File: config.mk
export PLATFORM = sky130hd
export DESIGN_NAME = tt_settle_timer
export DESIGN_NICKNAME = d
export VERILOG_FILES = /design/src/rtl/tt_defs.sv /design/src/rtl/tt_settle_timer.sv
export SDC_FILE = /design/constraint.sdc
export NUM_CORES = 1
export LEC_CHECK = 0
export ABC_AREA = 1
export BUFFER_PORTS_ARGS = -buffer_cell sky130_fd_sc_hd__buf_2
export CAP_MARGIN = 20
export CORE_AREA = 4 4 41 43
export CTS_BUF_LIST = sky130_fd_sc_hd__clkbuf_4 sky130_fd_sc_hd__clkbuf_8
export CTS_CLUSTER_DIAMETER = 120
export DETAILED_ROUTE_END_ITERATION = 8
export DIE_AREA = 0 0 45 47
export HOLD_SLACK_MARGIN = 0.08
export PLACE_DENSITY_LB_ADDON = 0.2
export SETUP_SLACK_MARGIN = 0.4
export SLEW_MARGIN = 40
export SYNTH_ARGS = -nofsm -noshare
export SYNTH_HDL_FRONTEND = slang
export SYNTH_SLANG_ARGS = --single-unit
File: constraint.sdc
create_clock -name clk -period 1.8 [get_ports clk]
set_clock_uncertainty 0.15 [all_clocks]
set_input_delay 0.18 -clock clk [delete_from_list [all_inputs] [get_ports clk]]
set_output_delay 0.18 -clock clk [all_outputs]
set_load 0.05 [all_outputs]
File: src/rtl/tt_defs.sv
// rtl/tt_defs.sv - shared state encodings and default widths for the sweep checker
package tt_defs;

  localparam int N_IN_DEF  = 2;
  localparam int ERR_W_DEF = 4;
  localparam int CNT_W     = 4;

  typedef enum logic [1:0] {
    ST_IDLE = 2'd0,
    ST_WAIT = 2'd1,
    ST_DONE = 2'd2
  } state_t;

endpackage

File: src/rtl/tt_settle_timer.sv
// rtl/tt_settle_timer.sv - loadable down-counter that times how long each vector is held
module tt_settle_timer
  import tt_defs::*;
(
  input  logic             clk,
  input  logic             rstn,
  input  logic             load,
  input  logic [CNT_W-1:0] load_val,
  output logic             zero
);

  logic [CNT_W-1:0] r_cnt;

  // Load takes priority; otherwise count down and park at zero.
  always_ff @(posedge clk or negedge rstn) begin
    if (!rstn) begin
      r_cnt <= '0;
    end else if (load) begin
      r_cnt <= load_val;
    end else if (r_cnt != '0) begin
      r_cnt <= r_cnt - CNT_W'(1);
    end
  end

  assign zero = (r_cnt == '0);

endmodule

==> metrics.md <==
| Metric | Value |
|---|---|
| CTS Buffer Depth | 2 |
| Max VDD drop | 0.4140 mV |
| Gate power share | 46.9% |
| Worst r2r src | r_cnt[1] |
| Clk network pwr share | about a quarter |
| Crit path launch type | flop |
| Synth async-reset ratio | between 90% and 100% |
| Crit. End Element | primary output |
| Status | finished clean |
| Max reg flops | 4 |
| Detail Route Antenna Nets | 0 |
| FILL cells | between 100 and 150 |
| Biggest register | r_cnt |
| Switching Share | 34.42% |
| Seq/Total Area, Yosys | between 40% and 50% |
| TNS Setup | 0 ps |
| # DRC | 0 |
| Layout cells sized above 1 | 43.40% |
| Tmin final | 1390 ps |
| DRT Wirelength | 547 um |
| Port Buffers | 7 |
| Cts bufs inserted | 3 |
| Global route overflow | 0 |
| Count of state elements after synthesis | 4 |
| Syn Nets | 42 |
| Synth top area share | 41.24% |
| Syn avg cell area | ~7.1 um^2 |
| Largest net degree at the start of global routing | 8 |
| Worst-path fanout max | 2 |
| Max-cap violation count | 0 |
| Core Area | 1301 um^2 |
| Top flop regs | r_cnt (4) |
| Final layout net count | 63 |
| Worst slew margin | roughly 90% |
| Worst-Margin Slew | 173.8 ps |
| RSZ-0062 raised after global routing | yes |
| Final core occ | approximately a third |
| CP top delay family | flip-flops |
| Hold wc startpoint | load |
| Data required time of the worst path | 1470 ps |
| Sw power | 0.1567 mW |
| Die height | about 47 um |
| All-Layer GR Usage | just over 6% |
| Placed cell area | 296.5 um^2 |
| Row Count | 13 |
| Critical path, cell by cell | inv_2 > ha_4 > nand2_4 > inv_2 > buf_8 |
| Worst hold slack | 91.54 ps |
| Number of global-route vias before repair | 265 |
| Period utilisation layout | 77.21% |
| CTS root buf | clkbuf_4 |
| Reg2Reg Setup Slack | roughly 450 ps |
| Vias per cell | 3.779 |
| Slew Viols, Final | 0 |
| Netlist cell types | 10 |
| WP data arrival | ~1100 ps |
| # diodes | 0 |
| Post-Syn Area | around 240 um^2 |
| Synth Warn # | 0 |
| DRT Pass-1 Iters | 1 |
| Initial DRC Count | 0 |
| Fin area | 429.2 um^2 |
| Global-route wire length before repair | 938 um |
| Reg power frac | 29.9% |
| Most frequent cells after synthesis | nand2_1 (13), inv_1 (6), o21ai_0 (5) |
| Fin. Hold Viols | 0 |
| Slowest stage delay, CP | around 370 ps |
| Initial Util | approximately a fifth |
| Worst-path clk slew | 40 ps |
| FF-to-FF path depth | 6 |
| Post-Place Setup Slack | 386.5 ps |
| Total Power | approximately 0.46 mW |
| Cell Count Post-Placement | 56 |
| Gpl congestion | 0.6321 |
| Final worst slack | between 400 and 500 ps |
| Initial antenna violation count | 0 |
| Predominant post-synthesis flop cell | dfrtp_1 |
| Max H-tree Level | 1 |
| CTS tree | yes |
| CP max-delay cell | dfrtp_1 |
| Ranking of synthesized cells by area | dfrtp_1 (41%), nand2_1 (20%), o21ai_0 (10%) |
| Post-synth top area cell | dfrtp_1 |
| EDFF count, synth | 0 |
| CP dominant cell by count | inv_2 |
| Routed via count | around 260 |
| Drt wl/cell | between 8 and 9 um |
| Cell with the most instances after synthesis | nand2_1 |
| Die Area | 2115 um^2 |
| Hpwl dp | 362.7 um |
| Setup-failing EPs final | 0 |
| I/O pin count | 8 |
| Cells after synthesis | 34 |
| Area growth syn-to-layout | 76.80% |
| Max Fclk | 719.5 MHz |
| Critical path type | flop to primary output |
| Leak pwr | 0.2314 nW |
| Int Power | around 0.30 mW |
| Filler-free cell count of the finished design | 68 |
| WHS Endpoint | r_cnt[3] |
| Min-Delay Path Class | primary input to flop |
| Die width | 45 um |
| RR Endpoint | r_cnt[2] |
| WP buf/inv | 3 |
| Clk sinks | 4 |
| Pwr per Cell Area | 1061 nW/um^2 |
| Worst-Skew Late Latency | 230 ps |
| Hold-critical path depth | 3 |
## layer usage
| metal | wire [um] | vias to the layer above | track usage (%) |
|---|---|---|---|
| met5 | 0 | - | 0 |
| met4 | 0 | 0 | 5.263 |
| met3 | 24 | 0 | 1.149 |
| met2 | 283 | 4 | 10.45 |
| met1 | 240 | 110 | 6.682 |
| li1 | - | 143 | - |
## logic make-up (layout without fill, tap and decap cells)
group / count (synthesis) / count (layout) / synth area share (%)
compound gates: 5 / 5 / 10.31
xor+xnor: 1 / 1 / 3.609
fa+ha+maj: 1 / 1 / 5.154
buf+inv: 6 / 25 / 9.278
flops: 4 / 4 / 41.24
simple gates: 17 / 17 / 30.41
## layout by cell type (no fill, tap or decap), types with 3 or more instances in the layout
cell            n
dfrtp_1         4
o21ai_0         4
clkbuf_4        3
buf_2           6
inv_2           3
nand2_1        12
buf_4           6
inv_1           3
dlygate4sd3_1   3
## power by group through the flow
| stage | registers [mW] | logic [mW] | clock network [mW] |
|---|---|---|---|
| 2_1_floorplan | 0.127 | 0.0958 | 0 |
| 6_report | 0.136 | 0.213 | 0.106 |
| 5_1_grt | 0.138 | 0.243 | 0.116 |
| 4_1_cts | 0.130 | 0.177 | 0.113 |
| 3_3_place_gp | 0.131 | 0.127 | 0 |
| 3_5_place_dp | 0.129 | 0.123 | 0 |
## worst max path at each step
stage              from  slack, ps    to  cells past startpoint
2_1_floorplan  r_cnt[0]        430  zero                      4
3_3_place_gp   r_cnt[0]        390  zero                      5
3_5_place_dp   r_cnt[0]        390  zero                      5
4_1_cts        r_cnt[1]        390  zero                      5
5_1_grt        r_cnt[1]        370  zero                      5
6_report       r_cnt[0]        410  zero                      5
## worst register-to-register path, delay by kind of cell, from the launching register on
kind / cells / cell delay (ps)
xor+xnor: 1 / 140
fa+ha+maj: 1 / 160
flops: 1 / 360
buf+inv: 3 / 310
compound gates: 1 / 100
## what timing repair did
item | CTS | global route
resized for setup | 9 | 3
buffers inserted | 3 | 3
hold endpoints to repair | 6 | 0
hold buffers | 3 | 0
pin swaps | 1 | 3
endpoints found under the setup margin | 1 | 1
## final cells by class
type	count	area, um^2	share of cell area (%)
clock buffer	3	22.52	5.248
inverter	6	22.52	5.248
multi-input combinational	24	145.1	33.82
sequential	4	100.1	23.32
tap	15	18.77	4.373
timing repair buffer	16	120.1	27.99
(Power assumes the default switching activity.)
